[config.mk]
export PLATFORM = sky130hd
export DESIGN_NAME = accum_rd_ctrl_flat
export DESIGN_NICKNAME = d
export VERILOG_FILES = /design/src/rtl/accum_rd_ctrl_if.sv /design/src/rtl/accum_rd_ctrl.sv /design/src/flat_wrapper.sv
export SDC_FILE = /design/constraint.sdc
export NUM_CORES = 1
export LEC_CHECK = 0
export BUFFER_PORTS_ARGS = -buffer_cell sky130_fd_sc_hd__buf_4
export CAP_MARGIN = 15
export CORE_AREA = 3 3 414 416
export DETAILED_ROUTE_END_ITERATION = 6
export DIE_AREA = 0 0 417 419
export PLACE_DENSITY_LB_ADDON = 0.25
export SYNTH_ARGS = -nofsm -noshare
export SYNTH_HDL_FRONTEND = slang
export SYNTH_SLANG_ARGS = --single-unit
[constraint.sdc]
create_clock -name clk -period 49.9 [get_ports clk]
set_input_delay 2.495 -clock clk [delete_from_list [all_inputs] [get_ports clk]]
set_output_delay 2.495 -clock clk [all_outputs]
set_load 0.02 [all_outputs]
[src/rtl/accum_rd_ctrl_if.sv]
// Bundles the drain command, accumulator bank read port and output row stream
// of the accumulator read-side controller.
interface accum_rd_ctrl_if #(
    parameter int SYS_COL    = 16,
    parameter int ACCUM_ROW  = 256,
    parameter int DATA_WIDTH = 32
);
    localparam int ADDR_WIDTH = $clog2(ACCUM_ROW);

    logic                          cmd_valid;
    logic                          cmd_ready;
    logic [ADDR_WIDTH-1:0]         cmd_addr;
    logic [ADDR_WIDTH:0]           cmd_len;

    logic [SYS_COL-1:0]            rd_en_out;
    logic [ADDR_WIDTH-1:0]         rd_addr_out;
    logic [SYS_COL*DATA_WIDTH-1:0] rd_data_in;

    logic                          out_valid;
    logic                          out_ready;
    logic [SYS_COL*DATA_WIDTH-1:0] out_data;
    logic                          out_last;

    // master is the surrounding environment, slave is the controller itself
    modport master (
        output cmd_valid, cmd_addr, cmd_len, rd_data_in, out_ready,
        input  cmd_ready, rd_en_out, rd_addr_out, out_valid, out_data, out_last
    );

    modport slave (
        input  cmd_valid, cmd_addr, cmd_len, rd_data_in, out_ready,
        output cmd_ready, rd_en_out, rd_addr_out, out_valid, out_data, out_last
    );
endinterface

[src/rtl/accum_rd_ctrl.sv]
// Accumulator SRAM read-side controller: drains a run of rows from all banks in
// lockstep into a 2-entry buffer feeding a valid/ready output stream.
module accum_rd_ctrl #(
    parameter int SYS_COL    = 16,
    parameter int ACCUM_ROW  = 256,
    parameter int DATA_WIDTH = 32
) (
    input  logic           clk,
    input  logic           rstn,
    accum_rd_ctrl_if.slave bus,
    output logic           busy
);
    localparam int ADDR_WIDTH = $clog2(ACCUM_ROW);
    localparam int ROW_WIDTH  = SYS_COL * DATA_WIDTH;

    typedef enum logic [1:0] {IDLE, ISSUE, DRAIN} state_t;

    state_t                state, state_nxt;
    logic [ADDR_WIDTH-1:0] addr, addr_nxt, last_addr;
    logic [ADDR_WIDTH:0]   remaining, remaining_nxt;
    logic                  inflight, inflight_last;
    logic [ROW_WIDTH-1:0]  buf_data [2];
    logic                  buf_last [2];
    logic                  rd_ptr, wr_ptr;
    logic [1:0]            occ;
    logic                  issue, pop, push, last_issue;

    assign pop        = (occ != 2'd0) && bus.out_ready;
    assign push       = inflight;
    assign last_issue = (remaining == (ADDR_WIDTH+1)'(1));

    always_comb begin
        state_nxt     = state;
        addr_nxt      = addr;
        remaining_nxt = remaining;
        issue         = 1'b0;
        case (state)
            IDLE: begin
                if (bus.cmd_valid && (bus.cmd_len != '0)) begin
                    addr_nxt      = bus.cmd_addr;
                    remaining_nxt = bus.cmd_len;
                    state_nxt     = ISSUE;
                end
            end
            ISSUE: begin
                // occ + inflight - pop < 2, rearranged to stay unsigned
                if (({1'b0, occ} + {2'b00, inflight}) < (3'd2 + {2'b00, pop})) begin
                    issue         = 1'b1;
                    addr_nxt      = addr + ADDR_WIDTH'(1);
                    remaining_nxt = remaining - (ADDR_WIDTH+1)'(1);
                    if (last_issue) begin
                        state_nxt = DRAIN;
                    end
                end
            end
            DRAIN: begin
                if (pop && buf_last[rd_ptr]) begin
                    state_nxt = IDLE;
                end
            end
            default: state_nxt = IDLE;
        endcase
    end

    always_ff @(posedge clk) begin
        if (!rstn) begin
            state         <= IDLE;
            addr          <= '0;
            remaining     <= '0;
            last_addr     <= '0;
            inflight      <= 1'b0;
            inflight_last <= 1'b0;
            rd_ptr        <= 1'b0;
            wr_ptr        <= 1'b0;
            occ           <= 2'd0;
            buf_last[0]   <= 1'b0;
            buf_last[1]   <= 1'b0;
        end else begin
            state         <= state_nxt;
            addr          <= addr_nxt;
            remaining     <= remaining_nxt;
            inflight      <= issue;
            inflight_last <= issue && last_issue;
            if (issue) begin
                last_addr <= addr;
            end
            if (push) begin
                buf_last[wr_ptr] <= inflight_last;
                wr_ptr           <= ~wr_ptr;
            end
            if (pop) begin
                rd_ptr <= ~rd_ptr;
            end
            case ({push, pop})
                2'b10:   occ <= occ + 2'd1;
                2'b01:   occ <= occ - 2'd1;
                default: occ <= occ;
            endcase
        end
    end

    // Row storage carries no reset; validity is tracked entirely by occ/pointers.
    always_ff @(posedge clk) begin
        if (rstn && push) begin
            buf_data[wr_ptr] <= bus.rd_data_in;
        end
    end

    assign bus.cmd_ready   = (state == IDLE);
    assign bus.rd_en_out   = {SYS_COL{issue}};
    assign bus.rd_addr_out = issue ? addr : last_addr;
    assign bus.out_valid   = (occ != 2'd0);
    assign bus.out_data    = buf_data[rd_ptr];
    assign bus.out_last    = (occ != 2'd0) && buf_last[rd_ptr];
    assign busy            = (state != IDLE);
endmodule

[src/flat_wrapper.sv]
// flat-port wrapper written by rule: the top's interface ports become plain ports
module accum_rd_ctrl_flat 
#(
    parameter int SYS_COL    = 16,
    parameter int ACCUM_ROW  = 256,
    parameter int DATA_WIDTH = 32
)
  (clk, rstn, busy, bus_cmd_valid, bus_cmd_addr, bus_cmd_len, bus_rd_data_in, bus_out_ready, bus_cmd_ready, bus_rd_en_out, bus_rd_addr_out, bus_out_valid, bus_out_data, bus_out_last);
  accum_rd_ctrl_if #(.SYS_COL(SYS_COL), .ACCUM_ROW(ACCUM_ROW), .DATA_WIDTH(DATA_WIDTH)) bus_i ();
  input  logic clk;
  input  logic rstn;
  output logic busy;
  input wire logic [$bits(bus_i.cmd_valid)-1:0] bus_cmd_valid;
  input wire logic [$bits(bus_i.cmd_addr)-1:0] bus_cmd_addr;
  input wire logic [$bits(bus_i.cmd_len)-1:0] bus_cmd_len;
  input wire logic [$bits(bus_i.rd_data_in)-1:0] bus_rd_data_in;
  input wire logic [$bits(bus_i.out_ready)-1:0] bus_out_ready;
  output wire logic [$bits(bus_i.cmd_ready)-1:0] bus_cmd_ready;
  output wire logic [$bits(bus_i.rd_en_out)-1:0] bus_rd_en_out;
  output wire logic [$bits(bus_i.rd_addr_out)-1:0] bus_rd_addr_out;
  output wire logic [$bits(bus_i.out_valid)-1:0] bus_out_valid;
  output wire logic [$bits(bus_i.out_data)-1:0] bus_out_data;
  output wire logic [$bits(bus_i.out_last)-1:0] bus_out_last;
  assign bus_i.cmd_valid = bus_cmd_valid;
  assign bus_i.cmd_addr = bus_cmd_addr;
  assign bus_i.cmd_len = bus_cmd_len;
  assign bus_i.rd_data_in = bus_rd_data_in;
  assign bus_i.out_ready = bus_out_ready;
  assign bus_cmd_ready = bus_i.cmd_ready;
  assign bus_rd_en_out = bus_i.rd_en_out;
  assign bus_rd_addr_out = bus_i.rd_addr_out;
  assign bus_out_valid = bus_i.out_valid;
  assign bus_out_data = bus_i.out_data;
  assign bus_out_last = bus_i.out_last;
  accum_rd_ctrl #(.SYS_COL(SYS_COL), .ACCUM_ROW(ACCUM_ROW), .DATA_WIDTH(DATA_WIDTH)) u_core (.clk(clk), .rstn(rstn), .bus(bus_i), .busy(busy));
endmodule
==> flow_summary.json, run 1 <==
{
  "run_status": "completed",
  "finalSetupTns_ps": 0,
  "fp.dieArea_sq_um": 175000,
  "tritoncts": "yes",
  "post-cts-setup-buffer-count": 0,
  "grt-ovfl-total": 0,
  "ys_seq_area_share_pct": 81.0,
  "die_w_um": 417,
  "reg2reg_from": "u_core.inflight",
  "cts.repair.resized": 0,
  "drc_errors": 0,
  "globalplace.congestion": 0.849,
  "cts_buffer_count": 119,
  "placed_wire_length_estimate_after_detailed_placement_um": 91900,
  "start_util_pct": 23.2,
  "dr.pass1.iters": 5,
  "critPathArrivalTime_ps": 5380,
  "global_route_wire_length_before_repair_um": 168000,
  "hp-start": "u_core.inflight_last",
  "leakage_power_uw": 0.0190,
  "setup_repair_after_global_routing_missed_its_margin": "no",
  "syn_area_per_cell_sq_um": 21.2,
  "worst_setup_path_end_kind": "primary output",
  "worstHoldPathType": "flip-flop to flip-flop",
  "fin_hold_ws_ps": 460,
  "sequentialPowerShare_pct": 42.0,
  "core_area_sq_um": 168000,
  "cts.clk_slew.worst_paths_ps": 60,
  "power_frac_clock_pct": 34.5,
  "postRouteAntennaNets": 0,
  "grt_start_max_net_pins": 146,
  "worst_skew_pair.late_latency_ps": 760,
  "io_buffers": 1072,
  "die_y_um": 419,
  "post_route_cell_area_sq_um": 53200,
  "synth_fp_nets": 2370,
  "flow.area_growth_from_synthesis_pct": 36.9,
  "synth_area_leader_cell": "edfxtp_1",
  "timing.critical_path.from_type": "flip-flop",
  "maxSlewViolCount": 0,
  "worst_path_required_ps": 47400,
  "timing.final.hold_violations": 0,
  "rr_worst_depth": 6,
  "multi_input_comb_area_sq_um": 6880,
  "max-clock-path-buffers": 3,
  "clock-skew-final_ps": 21.3,
  "worstPathMaxFanout": 68,
  "holdPathStages": 2,
  "cts_h_tree_depth": 3,
  "ys_ff_latch": 1060,
  "first_global_vias": 21727,
  "critical_path.cell_chain": "buf_4, buf_4, buf_4, buf_4, mux2_2, buf_4",
  "antenna_found_initial": 26,
  "io-pin-count": 1073,
  "worst-slew-pin-transition_ps": 1140,
  "place_area_sq_um": 49400,
  "max_cap_violations": 0,
  "max_stage_delay_ps": 830,
  "power.ir.vdd_worst_v": 0.0000277,
  "power.share.switching_pct": 28.6,
  "post-synth-top-area-fraction_pct": 79.2,
  "finish.net_count": 3502,
  "wl_per_cell_um": 23.7,
  "drive_above_1_share_pct": 59.0,
  "synth.top_cells.by_area": "edfxtp_1 (79%), mux2_2 (15%), dfxtp_1 (1.9%)",
  "power.switching_uw": 695,
  "cell_rows": 150,
  "regArea_sq_um": 31500,
  "cts-hold-fix-buffers": 0,
  "reg2reg_setup_slack_ps": 45660,
  "category_of_the_most_critical_setup_path": "flip-flop to primary output",
  "pwr_density_cell_nw_per_um2": 45.8,
  "route.final.wire_length_um": 125000,
  "grt_usage_pct": 13.6,
  "worst_path_most_repeated_cell": "buf_4",
  "fill_cells": 16474,
  "cts.sinks": 1060,
  "final.period_utilization_pct": 15.8,
  "setup-violations-final": 0,
  "worstReg2RegEnd": "u_core.buf_data[0][240]",
  "ys.warnings.count": 0,
  "synth.distinct_cells": 55,
  "vias_per_cell": 4.00,
  "timing.max_slew.rel_slack_pct": 23.8,
  "detailedRoute.firstIterationViolations": 1105,
  "hold-path-endpoint": "u_core.buf_last[1]",
  "synth_cells": 1831,
  "cts.root.buffer_cell": "clkbuf_16",
  "detailroute.via_count": 21157,
  "timing.critical_path.slowest_stage_cell": "dfxtp_4",
  "share_comb_of_total_power_pct": 23.5,
  "synthesis.area_sq_um": 38800,
  "sum_of_internal_switching_and_leakage_power_uw": 2430,
  "internal_cell_power_uw": 1740,
  "final.min_clock_period_ps": 7880,
  "maxClockFrequency_mhz": 127
}
[flip-flops by register name, summed over array words and instances, names as in the netlist, named ones only]
name,count
u_core.buf_data,1024
u_core.rd_ptr,1
u_core.buf_last,2
u_core.remaining,9
u_core.occ,2
u_core.state,2
u_core.inflight_last,1
u_core.inflight,1
u_core.wr_ptr,1
u_core.last_addr,8
u_core.addr,8
[power groups by stage]
stage	Sequential (uW)	Clock [uW]	Combinational [uW]
finish	1020	839	572
global route	1030	898	601
CTS	1020	867	585
detailed placement	1040	0	583
global placement	1040	0	582
floorplan	1060	0	330
[critical path, delay by kind of cell (launching register included)]
kind                   cells  cell delay [ps]
buffers and inverters      5             3090
DFF                        1              830
muxes                      1              430
[how the worst max path moves through the flow]
stage / startpoint / end / slack (ps) / depth (start not counted)
6_report: flip-flop / bus_out_data[462] / 42020 / 6
5_1_grt: flip-flop / bus_out_data[462] / 41630 / 6
4_1_cts: flip-flop / bus_out_data[462] / 41850 / 6
3_5_place_dp: flip-flop / bus_out_data[462] / 42710 / 6
3_3_place_gp: flip-flop / bus_out_data[495] / 42780 / 6
2_1_floorplan: rstn / u_core.buf_data[0][0] / 10400 / 4
[cells by family after synthesis]
kind of cell | Yosys count | share of synthesized area (%)
AO/OA/AOI/OAI | 55 | 1.03
flip-flops | 1060 | 81.0
multiplexers | 521 | 15.2
buffers and inverters | 97 | 1.29
XOR/XNOR | 5 | 0.113
AND/OR/NAND/NOR | 87 | 1.18
adder cells (fa/ha/maj) | 6 | 0.193
[cells in the mapped netlist, drive strengths merged]
library cell	number
edfxtp	1024
mux2	520
buf	72
dfxtp	36
nor2	25
nand2	20
a21oi	17
clkbuf	14
and2	12
inv	11
o21ai	9
ha	6
nand2b	5
nor3	5
o221a	5
xnor2	4
and3	3
nand3	3
nor2b	3
o22ai	3
o32ai	3
a211oi	2
a31oi	2
a32oi	2
a41oi	2
nand4	2
nor4	2
o31ai	2
or3	2
or4	2
a21o	1
a221oi	1
and4bb	1
mux2i	1
nor4b	1
o211a	1
o211ai	1
o21ba	1
o2bb2ai	1
o311a	1
o41ai	1
or4b	1
xor2	1
[through the flow]
stage	std cells	utilization [%]	worst slack, ps
5_1_grt	5270	31.7	41630
4_1_cts	5267	31.7	41850
3_5_place_dp	5046	29.5	42710
2_1_floorplan	1831	-	10400
3_3_place_gp	5046	29.5	42780
6_report	5283	31.7	42020
[cell type report]
type | count | share of cell area [%]
timing repair buffer | 1097 | 15.5
clock inverter | 79 | 1.23
antenna | 16 | 0.0753
inverter | 11 | 0.0777
sequential | 1060 | 59.2
tap | 2204 | 5.19
clock buffer | 142 | 5.76
multi-input combinational | 674 | 12.9
[metal layers]
| metal | track usage (%) | vias to the layer above | wire [um] |
|---|---|---|---|
| met2 | 23.9 | 648 | 64900 |
| met4 | 4.26 | 24 | 3710 |
| met3 | 4.42 | 191 | 7740 |
| met5 | 0 | - | 161 |
| li1 | - | 9544 | - |
| met1 | 15.7 | 10750 | 48900 |
[layout by cell type, fill, tap and decap left out, drive strengths merged, types with 3 or more instances in the layout]
| master | count |
|---|---|
| inv | 22 |
| clkinv | 60 |
| o21ai | 9 |
| clkbuf | 142 |
| bufinv | 7 |
| dfxtp | 36 |
| a21oi | 17 |
| nand2b | 5 |
| nand2 | 20 |
| mux2 | 520 |
| o22ai | 3 |
| o32ai | 3 |
| nand3 | 3 |
| diode | 16 |
| nor3 | 5 |
| ha | 6 |
| and2 | 12 |
| nor2 | 25 |
| and3 | 3 |
| nor2b | 3 |
| o221a | 5 |
| edfxtp | 1024 |
| buf | 1097 |
| xnor2 | 4 |
Power figures use the tool's default switching activity.
==> run 2, diff against run 1 <==
--- a/config.mk
+++ b/config.mk
@@ -5,11 +5,12 @@
 export SDC_FILE = /design/constraint.sdc
 export NUM_CORES = 1
 export LEC_CHECK = 0
+export ABC_AREA = 1
 export BUFFER_PORTS_ARGS = -buffer_cell sky130_fd_sc_hd__buf_4
 export CAP_MARGIN = 15
-export CORE_AREA = 3 3 414 416
+export CORE_AREA = 3 3 415 417
 export DETAILED_ROUTE_END_ITERATION = 6
-export DIE_AREA = 0 0 417 419
+export DIE_AREA = 0 0 418 420
 export PLACE_DENSITY_LB_ADDON = 0.25
 export SYNTH_ARGS = -nofsm -noshare
 export SYNTH_HDL_FRONTEND = slang
==> constraint.sdc (replaced) <==
create_clock -name clk -period 7.4 [get_ports clk]
set_input_delay 0.37 -clock clk [delete_from_list [all_inputs] [get_ports clk]]
set_output_delay 0.37 -clock clk [all_outputs]
set_load 0.02 [all_outputs]
==> flow_summary.json, run 2 <==
{
  "run_status": "completed",
  "start_util_pct": 23.1,
  "yosys.area_share.xor_xnor_pct": 0.0224,
  "maxClockFrequency_mhz": 256,
  "max_cap_violations": 0,
  "first_global_vias": 25172,
  "antenna_found_initial": 14,
  "worstPathMaxFanout": 145,
  "cts.clk_slew.worst_paths_ps": 60,
  "sum_of_internal_switching_and_leakage_power_uw": 16400,
  "syn_area_per_cell_sq_um": 20.1,
  "synth-edff-count": 1024,
  "route.final.wire_length_um": 120000,
  "rr_worst_depth": 5,
  "timing.max_slew.rel_slack_pct": 29.3,
  "fp.dieArea_sq_um": 176000,
  "synth_cells": 1945,
  "worst_setup_path_end_kind": "primary output",
  "cts.repair.resized": 0,
  "detailroute.via_count": 23617,
  "synthesis.area_sq_um": 39100,
  "post-synth-top-area-fraction_pct": 78.7,
  "synth_compound_gate_area_share_pct": 0.804,
  "worst-slew-pin-transition_ps": 1060,
  "layout_top_registers": "u_core.buf_data: 1024 flops, u_core.remaining: 9 flops",
  "synth_fp_nets": 2484,
  "yosys.area_share.simple_pct": 1.98,
  "final.period_utilization_pct": 52.7,
  "detailedRoute.firstIterationViolations": 1170,
  "yosys_most_used_dff": "edfxtp_1",
  "post-place-ws_ps": 3910,
  "hold-path-endpoint": "u_core.remaining[2]",
  "grt_start_max_net_pins": 146,
  "worstHoldPathType": "primary input to flip-flop",
  "cell_rows": 151,
  "worstReg2RegEnd": "u_core.buf_data[0][413]",
  "reg2reg_from": "u_core.wr_ptr",
  "flow.area_growth_from_synthesis_pct": 50.6,
  "worst_skew_pair.late_latency_ps": 740,
  "ys.warnings.count": 0,
  "die_w_um": 418,
  "ys_seq_area_share_pct": 80.5,
  "synth.distinct_cells": 31,
  "synth.top_cells.by_area": "edfxtp_1 (79%), mux2_2 (15%), dfxtp_1 (1.8%)",
  "reg2reg_setup_slack_ps": 4670,
  "cts_buffer_count": 118,
  "placed_wire_length_estimate_after_detailed_placement_um": 85900,
  "timing.final.hold_violations": 0,
  "largest_register_ff_count": 1024,
  "fill_cells": 16357,
  "synthMostInstantiatedCell": "edfxtp_1",
  "cts-hold-fix-buffers": 544,
  "combinational_family_with_the_most_area_after_synthesis": "multiplexers",
  "timing.critical_path.from_type": "flip-flop",
  "globalplace.congestion": 0.811,
  "largest_register": "u_core.buf_data",
  "cts.sinks": 1060,
  "critPathArrivalTime_ps": 3530,
  "io_buffers": 1072,
  "final_cell_mix": "buf_4 (1092), edfxtp_1 (1024), dlygate4sd3_1 (544)",
  "finish.net_count": 4166,
  "power.ir.vdd_worst_v": 0.000190,
  "clock-skew-final_ps": 21.2,
  "post_synth_mux_area_share_pct": 14.8,
  "leakage_power_uw": 0.0215,
  "post_synth_fa_ha_maj_area_fraction_pct": 0.192,
  "synth.cells.most_frequent": "edfxtp_1 (1024), mux2_2 (512), nand2_1 (93), buf_2 (59), nor2_1 (57)",
  "post-cts-setup-buffer-count": 0,
  "synth_area_leader_cell": "edfxtp_1",
  "final.min_clock_period_ps": 3900,
  "maxSlewViolCount": 0,
  "io-pin-count": 1073,
  "worst_path_required_ps": 7030,
  "category_of_the_most_critical_setup_path": "flip-flop to primary output",
  "wl_per_cell_um": 20.2,
  "global_route_wire_length_before_repair_um": 169000,
  "pwr_density_cell_nw_per_um2": 279,
  "cts_h_tree_depth": 3,
  "grt_usage_pct": 13.0,
  "postRouteAntennaNets": 0,
  "final_common_cell": "buf_4",
  "drc_errors": 0,
  "vias_per_cell": 3.98,
  "setup-violations-final": 0,
  "drive_above_1_share_pct": 48.3,
  "setup_repair_after_global_routing_missed_its_margin": "no",
  "tritoncts": "yes",
  "core_area_sq_um": 169000,
  "worst_slack_ps": 3500,
  "die_y_um": 420,
  "dr.pass1.iters": 5,
  "holdPathStages": 6,
  "grt-ovfl-total": 0,
  "async_flop_share_pct": 0,
  "ys_ff_latch": 1060,
  "max-clock-path-buffers": 3,
  "cts.root.buffer_cell": "clkbuf_16",
  "hp-start": "bus_cmd_valid"
}
## run 2: changes by cell type after synthesis, sizes merged, moves of 8 or more
cell,previous run,this run
nand3,3,16
mux2,520,512
clkbuf,14,5
nand2,20,96
inv,11,52
and2,12,0
nor2,25,60
o21ai,9,18
## run 2: worst max-delay path, stage by stage, from the launching register on
cell,delay [ps]
dfxtp_4,670
buf_12,610
buf_4,650
mux2_2,450
buf_4,170
## run 2: cell families after synthesis
family | Yosys count
buffers and inverters | 136
AND/OR/NAND/NOR | 181
XOR/XNOR | 1
AO/OA/AOI/OAI | 49
flip-flops | 1060
adder cells (fa/ha/maj) | 6
multiplexers | 512
## run 2: how the worst max path moves through the flow
stage,startpoint,to,slack [ps],depth (start not counted)
after floorplan,rstn,u_core.buf_data[1][0],-5700,2
after global routing,flip-flop,bus_out_data[68],3220,4
after CTS,flip-flop,bus_out_data[88],3270,4
after global placement,rstn,u_core.buf_data[0][345],3890,5
final,flip-flop,bus_out_data[68],3500,4
after detailed placement,rstn,u_core.buf_data[0][347],3910,5
## run 2: layout make-up
type                    count  area (sq um)  share of cell area, %
flip-flops and latches   1060         31500                   53.5
repair buffers           1646         13800                   23.5
diodes                      5          12.5                 0.0213
clock buffers             147          3060                   5.20
clock inverters            63           529                  0.899
inverters                  52           195                  0.332
multi-input cells         749          6960                   11.8
well taps                2218          2780                   4.72
## run 2: power breakdown
part	switching [uW]	leakage (uW)	internal, uW
logic	2160	0.0102	1760
clock network	2360	0.00176	3130
registers	92.6	0.00955	6900
## run 2: metrics by stage
| step | hold slack (ps) | utilization, % | TNS, ps | area, sq um | std cells |
|---|---|---|---|---|---|
| after floorplan | 425 | - | -3530010 | 39100 | 1945 |
| after global placement | 426 | 29.5 | 0 | 49800 | 5181 |
| after detailed placement | 431 | 29.5 | 0 | 49800 | 5181 |
| after CTS | 147 | 34.8 | 0 | 58800 | 5935 |
| after global routing | 254 | 34.8 | 0 | 58800 | 5936 |
| final | 259 | 34.8 | 0 | 58800 | 5940 |
## run 2: layer usage
metal	vias up	part of all wire (%)	track usage (%)
met3	178	6.4	3.98
met5	-	0.047	0
met1	11846	38	15.0
met2	693	53	23.2
li1	10892	-	-
met4	8	2.7	3.90
